`src/rtl/cpu_pkg.sv`:
```
// Shared CPU front-end definitions: predictor counter encodings and default PC step.
package cpu_pkg;

  // 2-bit branch direction counter states
  typedef enum logic [1:0] {
    CTR_SNT = 2'b00,
    CTR_WNT = 2'b01,
    CTR_WT  = 2'b10,
    CTR_ST  = 2'b11
  } ctr_e;

  localparam int unsigned DEF_PC_INCR = 4;
  localparam int unsigned STAT_W      = 16;

endpackage : cpu_pkg

```
`src/rtl/sat_ctr.sv`:
```
// 2-bit saturating counter next-state function.
module sat_ctr
  import cpu_pkg::*;
(
  input  ctr_e cnt,
  input  logic inc,
  output ctr_e cnt_nxt
);

  // Step up on inc, down otherwise; hold at the ends
  always_comb begin
    cnt_nxt = cnt;
    unique case (cnt)
      CTR_SNT: cnt_nxt = inc ? CTR_WNT : CTR_SNT;
      CTR_WNT: cnt_nxt = inc ? CTR_WT  : CTR_SNT;
      CTR_WT:  cnt_nxt = inc ? CTR_ST  : CTR_WNT;
      CTR_ST:  cnt_nxt = inc ? CTR_ST  : CTR_WT;
      default: cnt_nxt = cnt;
    endcase
  end

endmodule : sat_ctr

```
`src/rtl/branch_predictor.sv`:
```
// Direct-mapped branch target buffer with 2-bit direction counters.
module branch_predictor
  import cpu_pkg::*;
#(
  parameter int unsigned PC_W    = 16,
  parameter int unsigned ENTRIES = 16,
  parameter int unsigned PC_INCR = DEF_PC_INCR
) (
  input  logic              clk,
  input  logic              rst_n,
  input  logic [PC_W-1:0]   fetch_pc,
  output logic              pred_taken,
  output logic [PC_W-1:0]   pred_target,
  output logic [PC_W-1:0]   next_pc,
  input  logic              upd_valid,
  input  logic [PC_W-1:0]   upd_pc,
  input  logic [PC_W-1:0]   upd_target,
  input  logic [PC_W-1:0]   upd_fallthru,
  input  logic              upd_taken,
  input  logic              upd_pred_taken,
  input  logic [PC_W-1:0]   upd_pred_target,
  output logic              mispredict,
  output logic [PC_W-1:0]   redirect_pc,
  input  logic              clear,
  output logic [STAT_W-1:0] br_cnt,
  output logic [STAT_W-1:0] miss_cnt
);

  localparam int unsigned OFF_W = $clog2(PC_INCR);
  localparam int unsigned IDX_W = $clog2(ENTRIES);
  localparam int unsigned TAG_W = PC_W - OFF_W - IDX_W;

  logic [ENTRIES-1:0] valid_q, valid_d;
  logic [TAG_W-1:0]   tag_q [ENTRIES];
  logic [TAG_W-1:0]   tag_d [ENTRIES];
  logic [PC_W-1:0]    tgt_q [ENTRIES];
  logic [PC_W-1:0]    tgt_d [ENTRIES];
  ctr_e               ctr_q [ENTRIES];
  ctr_e               ctr_d [ENTRIES];
  logic [STAT_W-1:0]  br_cnt_q, br_cnt_d;
  logic [STAT_W-1:0]  miss_cnt_q, miss_cnt_d;

  logic [IDX_W-1:0]   f_idx, u_idx;
  logic [TAG_W-1:0]   f_tag, u_tag;
  logic               f_hit, u_hit;
  logic [PC_W-1:0]    fetch_seq;
  ctr_e               u_ctr_cur, u_ctr_nxt;

  // Offset bits of the update PC carry no information for the table
  logic unused_upd_off;
  assign unused_upd_off = ^(upd_pc & PC_W'(PC_INCR - 1));

  // Fetch-side lookup; pre-update contents, forced to miss while in reset
  always_comb begin
    f_idx       = fetch_pc[OFF_W +: IDX_W];
    f_tag       = fetch_pc[OFF_W + IDX_W +: TAG_W];
    fetch_seq   = fetch_pc + PC_W'(PC_INCR);
    f_hit       = rst_n && valid_q[f_idx] && (tag_q[f_idx] == f_tag);
    pred_taken  = f_hit && (ctr_q[f_idx] inside {CTR_WT, CTR_ST});
    pred_target = f_hit ? tgt_q[f_idx] : fetch_seq;
    next_pc     = pred_taken ? pred_target : fetch_seq;
  end

  // Resolution-side compare against the prediction carried down the pipe
  always_comb begin
    mispredict  = upd_valid &&
                  ((upd_taken != upd_pred_taken) ||
                   (upd_taken && (upd_target != upd_pred_target)));
    redirect_pc = upd_taken ? upd_target : upd_fallthru;
  end

  // Update-side lookup
  always_comb begin
    u_idx     = upd_pc[OFF_W +: IDX_W];
    u_tag     = upd_pc[OFF_W + IDX_W +: TAG_W];
    u_hit     = valid_q[u_idx] && (tag_q[u_idx] == u_tag);
    u_ctr_cur = ctr_q[u_idx];
  end

  sat_ctr u_sat_ctr (
    .cnt     (u_ctr_cur),
    .inc     (upd_taken),
    .cnt_nxt (u_ctr_nxt)
  );

  // Table next state: clear wins over training; only taken misses allocate
  always_comb begin
    valid_d = valid_q;
    tag_d   = tag_q;
    tgt_d   = tgt_q;
    ctr_d   = ctr_q;
    if (clear) begin
      valid_d = '0;
    end else if (upd_valid) begin
      if (u_hit) begin
        ctr_d[u_idx] = u_ctr_nxt;
        if (upd_taken) tgt_d[u_idx] = upd_target;
      end else if (upd_taken) begin
        valid_d[u_idx] = 1'b1;
        tag_d[u_idx]   = u_tag;
        tgt_d[u_idx]   = upd_target;
        ctr_d[u_idx]   = CTR_WT;
      end
    end
  end

  // Saturating statistics
  always_comb begin
    br_cnt_d   = br_cnt_q;
    miss_cnt_d = miss_cnt_q;
    if (upd_valid && (br_cnt_q != '1))   br_cnt_d   = br_cnt_q + STAT_W'(1);
    if (mispredict && (miss_cnt_q != '1)) miss_cnt_d = miss_cnt_q + STAT_W'(1);
  end

  // Control state: valid bits, counters and statistics
  always_ff @(posedge clk) begin
    if (!rst_n) begin
      valid_q    <= '0;
      br_cnt_q   <= '0;
      miss_cnt_q <= '0;
      for (int i = 0; i < int'(ENTRIES); i++) ctr_q[i] <= CTR_WNT;
    end else begin
      valid_q    <= valid_d;
      br_cnt_q   <= br_cnt_d;
      miss_cnt_q <= miss_cnt_d;
      ctr_q      <= ctr_d;
    end
  end

  // Payload state: tags and targets are qualified by valid, so no reset
  always_ff @(posedge clk) begin
    tag_q <= tag_d;
    tgt_q <= tgt_d;
  end

  assign br_cnt   = br_cnt_q;
  assign miss_cnt = miss_cnt_q;

endmodule : branch_predictor

```
`config.mk`:
```
export PLATFORM = sky130hd
export DESIGN_NAME = branch_predictor
export DESIGN_NICKNAME = d
export VERILOG_FILES = /design/src/rtl/cpu_pkg.sv /design/src/rtl/sat_ctr.sv /design/src/rtl/branch_predictor.sv
export SDC_FILE = /design/constraint.sdc
export NUM_CORES = 1
export LEC_CHECK = 0
export ABC_CLOCK_PERIOD_IN_PS = 9300
export BUFFER_PORTS_ARGS = -buffer_cell sky130_fd_sc_hd__buf_4
export CORE_AREA = 2 2 249 251
export DETAILED_ROUTE_END_ITERATION = 10
export DIE_AREA = 0 0 251 253
export GPL_TIMING_DRIVEN = 0
export SLEW_MARGIN = 40
export SYNTH_ARGS = -nofsm -noshare
export SYNTH_HDL_FRONTEND = slang
export SYNTH_SLANG_ARGS = --single-unit
```
`constraint.sdc`:
```
create_clock -name clk -period 9.3 [get_ports clk]
set_clock_uncertainty 0.05 [all_clocks]
set_input_delay 1.86 -clock clk [delete_from_list [all_inputs] [get_ports clk]]
set_output_delay 1.86 -clock clk [all_outputs]
set_load 0.05 [all_outputs]
```
After elaboration in Yosys (flattened, before gate mapping)
Index checks and enable logic that the tools add are counted.
{ "word_totals": {"register_bits": 496, "elab_cells": 139, "output_inout_bits": 82, "inputBits": 86} }
{ "classes": {"eq_ne": 11, "n_bitwise": 9, "mux": 40, "n_lt_le_gt_ge": 6, "reduce_logical": 19, "n_addsub": 3} }
{ "ops": {"columns": ["operator", "count"], "rows": [
  ["$bwmux W256", 1],
  ["$bwmux W160", 1],
  ["$mux W16", 6],
  ["$bmux W10 S4", 2],
  ["$bmux W16 S4", 1],
  ["$demux W16 S4", 1],
  ["$mux W32", 2],
  ["$mux W10", 5],
  ["$demux W10 S4", 1],
  ["$add A16 B1 Y16 const B", 2],
  ["$bwmux W32", 1],
  ["$ne A16 B16 Y1 const B", 2],
  ["$or A16 B16 Y16", 2],
  ["$eq A10 B10 Y1", 2],
  ["$add A16 B3 Y16 const B", 1],
  ["$and A16 B16 Y16", 1],
  ["$bmux W2 S4", 2],
  ["$ne A16 B16 Y1", 1],
  ["$not A16 Y16", 1],
  ["$mux W2", 7],
  ["$ge A5 B5 Y1 const B", 2],
  ["$logic_and A1 B1 Y1", 10],
  ["$lt A4 B5 Y1 const B", 2],
  ["$not A4 Y5", 2],
  ["other kinds (17)", 30]
]} }

Depth between registers and ports, before layout
{ "depth": {"ltp_word": 9, "ltp_mapped": 13, "mapped_depth_nobuf": 8} }

By module
Synthesis repeated with hierarchy kept, for this count alone.
{ "hier_totals": {"cells_unflattened": 1329, "area_unflattened_um2": 22532.9} }
{ "by_module_without_submodules": {"columns": ["module", "seq_area_each_um2", "instances", "area_per_inst_um2", "cells_per_inst"], "rows": [
  ["branch_predictor", 14093.5, 1, 22506.6, 1326],
  ["sat_ctr", 0.0, 1, 26.3, 3]
]} }

Worst setup path after synthesis
No wires, ideal clock.
{ "synth_timing": {"kind": "input -> output", "from": "input fetch_pc[2]", "to": "output next_pc[2]", "slack_ps": 1998, "stages": 11, "required_time_ps": 7390, "arrival_time_ps": 5392, "n_path_buf": 4, "path_cell_list": "buf_2 > buf_2 > mux4_2 > mux4_2 > xnor2_1 > nand2_1 > nor4_4 > and2_1 > buf_4 > buf_8 > mux2i_1"} }
{ "synth_between": {"elab_chain_cells": 8, "word_cells_on_any_way": 22, "cone_classes": "1 x add/sub; 3 x eq/ne; 13 x mux; 1 x bitwise; 4 x reduce/logical"} }
{ "synth_rtl": {"columns": ["item", "line", "rtl"], "rows": [
  ["start: declaration", "branch_predictor.sv:11", "input logic [PC_W-1:0] fetch_pc,"],
  ["$not A4 Y5 (implied by the code)", "branch_predictor.sv:58, branch_predictor.sv:59", null],
  ["$bmux W10 S4 or $bmux W2 S4 (tied branches)", "branch_predictor.sv:58, branch_predictor.sv:59", null],
  ["$mux W10 (implied by the code) or $mux W2 (tied branches) (2 in series)", "branch_predictor.sv:58, branch_predictor.sv:59", null],
  ["$eq A10 B10 Y1 or $eq A2 B2 Y1 (tied branches)", "branch_predictor.sv:58, branch_predictor.sv:59", null],
  ["$logic_and A1 B1 Y1 or $reduce_bool A2 Y1 (tied branches)", "branch_predictor.sv:58, branch_predictor.sv:59", null],
  ["$logic_and A1 B1 Y1 *", "branch_predictor.sv:59", "pred_taken = f_hit && (ctr_q[f_idx] inside {CTR_WT, CTR_ST});"],
  ["net pred_taken", "branch_predictor.sv:12", "output logic pred_taken,"],
  ["$mux W16 *", "branch_predictor.sv:61", "next_pc = pred_taken ? pred_target : fetch_seq;"],
  ["end: declaration", "branch_predictor.sv:14", "output logic [PC_W-1:0] next_pc,"]
]} }
Mark *: on every way through the listed nets, which the timed path passes. The rest lies on a longest branch. The select of a mux whose other input is x is not followed.

Final worst setup path
{ "layout_timing": {"from": "input fetch_pc[3]", "to": "output next_pc[10]"} }
{ "layout_between": {"elab_chain_cells": 8, "word_cells_on_any_way": 22, "cone_classes": "1 x add/sub; 3 x eq/ne; 13 x mux; 1 x bitwise; 4 x reduce/logical"} }
{ "layout_rtl": {"columns": ["item", "line"], "rows": [
  ["$not A4 Y5 (implied by the code)", "branch_predictor.sv:58, branch_predictor.sv:59, branch_predictor.sv:60"],
  ["$bmux W10 S4 or $bmux W2 S4 (tied branches)", "branch_predictor.sv:58, branch_predictor.sv:59"],
  ["$mux W10 (implied by the code) or $mux W2 (tied branches) (2 in series)", "branch_predictor.sv:58, branch_predictor.sv:59"],
  ["$eq A10 B10 Y1 or $eq A2 B2 Y1 (tied branches)", "branch_predictor.sv:58, branch_predictor.sv:59"],
  ["$logic_and A1 B1 Y1 or $reduce_bool A2 Y1 (tied branches)", "branch_predictor.sv:58, branch_predictor.sv:59"],
  ["$mux W16 or $logic_and A1 B1 Y1 (tied branches)", "branch_predictor.sv:60, branch_predictor.sv:59"],
  ["$mux W16 *", "branch_predictor.sv:61"]
]} }
Mark *: on every way between the ends. The rest lies on a longest branch, timed or not. The select of a mux whose other input is x is not followed.

==> qor.yml <==
die_w_um: 251
antenna_found_initial: 1
clk_latency_ps: 630
yosys.cell_count.top_type: "edfxtp_1"
clock_sinks: 496
clock.fmax_mhz: 128
netlist_area_um2: 22300
regToRegStartpoint: "tag_q[42]"
io_pins: 168
dr.pass1.iters: 5
syn_avg_cell_area_um2: 16.9
gp_congestion: 0.863
timing.final.max_slew_violations: 0
synth_top_flop_cell: "edfxtp_1"
status: "complete, no violations"
layout-drive-gt1-share: 0.363
routedWlPerCell_um: 26.8
required_ps: 7390
min_to: "ctr_q[10]"
placed_area_um2: 25100
clock_tree.root_cell: "clkbuf_16"
hold_buffers: 0
finalSetupTns_ps: 0
whs_ps: 435
totalWireLength_mm: 64.1
ys_seq_area_frac: 0.631
worstPathArrival_ps: 5930
hold_depth: 2
die_h_um: 253
rsz0062_at_grt: "no"
peakVddDrop_v: 0.000131
grt_pass1_vias: 13700
stdcell_area_um2: 26800
reg2reg_slack_ps: 4970
hold_viol_final: 0
synth_common_cells: "edfxtp_1, mux4_2, nor2_1"
cts_inserted_buffers: 52
synth_top_area_share: 0.559
worst-setup-path-type: "in2out"
grtUsageTotal: 0.202
maxCapViolations: 0
vias: 13500
tightest_slew_ps: 913
grt_overflow_total: 0
place_hpwl_mm: 44.3
drt.antenna.violating_nets: 0
port-buffer-count: 159
cts_resized: 0
period_needed_ps: 7840
synth_nets: 1411
cp-start-kind: "input pin"
holdCritStartpoint: "ctr_q[10]"
hold_path_class: "reg2reg"
cts_buffer_depth: 3
die_area_um2: 63500
cts_setup_buffers: 0
drtIter0Drc: 1338
async_flop_share: 0
rows: 91
nets: 1646
synth_edf_count: 416
reg2regPathDepth: 10
relSlewSlack: 0.391
crit_path_max_fanout: 10
yosys_warnings: 0
cts_tree: "done"
synthTopCellsByArea: "edfxtp_1, mux4_2, dfxtp_1"
timing.rr.end: "tag_q[109]"
leakage_uw: 0.00876
core_region_area_um2: 61000
area_growth_pct: 20.1
drc: 0
start_util: 0.366
yosys.area.top_type: "edfxtp_1"
powerDensity_nw_per_um2: 183
grt_max_degree: 22
fillers: 5317
viasPerCell: 5.67
grt_pass1_wl_mm: 93.3
synthCells: 1322
n_antenna_cell: 0
synth-seq-cells: 496
clk_pin_slew_ps: 60
setup_viol: 0
period_share: 0.843
htree_levels: 2
cp-end-kind: "primary output"
synth_cell_type_count: 55
-- cell families (layout without fill, tap and decap cells) --
family / after synthesis / count (layout) / synth area share
and+or+nand+nor: 254 / 254 / 0.0532
DFF: 496 / 496 / 0.631
AOI/OAI and AO/OA: 119 / 119 / 0.0373
xor gates and xnor gates: 69 / 69 / 0.0271
buffers and inverters: 105 / 383 / 0.0209
adders and majority gates: 5 / 5 / 0.00258
muxes: 274 / 274 / 0.228
-- placed cells by master, fill, tap and decap left out, types with 8 or more instances in the layout --
master and n:
mux2_1 8, dfxtp_1 80, clkinv_1 10, buf_2 25, xnor2_1 42, a21oi_1 24, buf_4 168, or3_1 11
nand3_1 28, mux4_2 183, nand4_1 10, inv_1 21, a31oi_1 8, clkinv_2 13, mux2i_1 39, clkbuf_1 38
clkbuf_2 16, a2bb2oi_1 10, a41oi_1 10, xor2_1 27, clkbuf_16 52, nor2_1 70, nor2_4 30, mux2_2 42
and2_1 8, nand2_1 49, nand2b_1 9, o21ai_0 25, nor3_1 9, edfxtp_1 416, buf_8 16
-- report_power, final --
group          total, uW  internal (uW)  switching, uW
Clock               2030           1120            902
Sequential          2430           2420           7.04
Combinational        462            177            284
-- metrics by stage --
| step | setup slack, ps | instances | util | total power (uW) |
|---|---|---|---|---|
| after floorplan | 2000 | 1322 | - | 2750 |
| after global placement | 764 | 2271 | 0.402 | 2920 |
| after detailed placement | 1420 | 2292 | 0.412 | 2940 |
| after CTS | 1410 | 2389 | 0.439 | 4940 |
| after global routing | 1330 | 2390 | 0.439 | 5060 |
| final | 1460 | 2390 | 0.439 | 4920 |
-- routing by layer --
layer / GRT usage / wire [um] / share of wire
met2: 0.321 / 30100 / 0.47
met5: 0 / 7 / 0.00011
met4: 0.0728 / 2220 / 0.035
met1: 0.272 / 26300 / 0.41
met3: 0.0458 / 5480 / 0.085
-- flip-flops by register name (all words and copies together) (netlist names) --
signal    count
miss_cnt     16
valid_q      16
br_cnt       16
tgt_q       256
tag_q       160
ctr_q        32
-- worst max-delay path by stage --
stage | end | depth (start not counted) | startpoint | slack [ps]
after global placement | next_pc[10] | 13 | fetch_pc[3] | 760
after CTS | pred_target[3] | 10 | fetch_pc[3] | 1410
after detailed placement | pred_target[3] | 10 | fetch_pc[3] | 1420
final | next_pc[10] | 13 | fetch_pc[3] | 1460
after global routing | pred_target[3] | 10 | fetch_pc[3] | 1330
after floorplan | next_pc[2] | 11 | fetch_pc[2] | 2000
-- worst max-delay path, cell delays in order --
cell and delay [ps]:
buf_4 120, clkbuf_1 250, clkbuf_1 680, mux4_2 460
mux4_2 540, xnor2_1 170, nand4_1 240, nor4_4 430
and2_1 200, buf_4 240, buf_8 180, mux2_1 350
buf_4 200
-- area by class of cell --
cell class                      count  area, um2  share of cell area
Sequential cell                   496      14100               0.525
Multi-Input combinational cell    721       8030               0.299
Timing Repair Buffer              181       1570              0.0585
Clock buffer                       62       1340              0.0499
Tap cell                          790        988              0.0369
Buffer                             83        410              0.0153
Clock inverter                     35        313              0.0117
Inverter                           22       82.6             0.00308
Note: power is estimated with default switching activity, not from simulation.
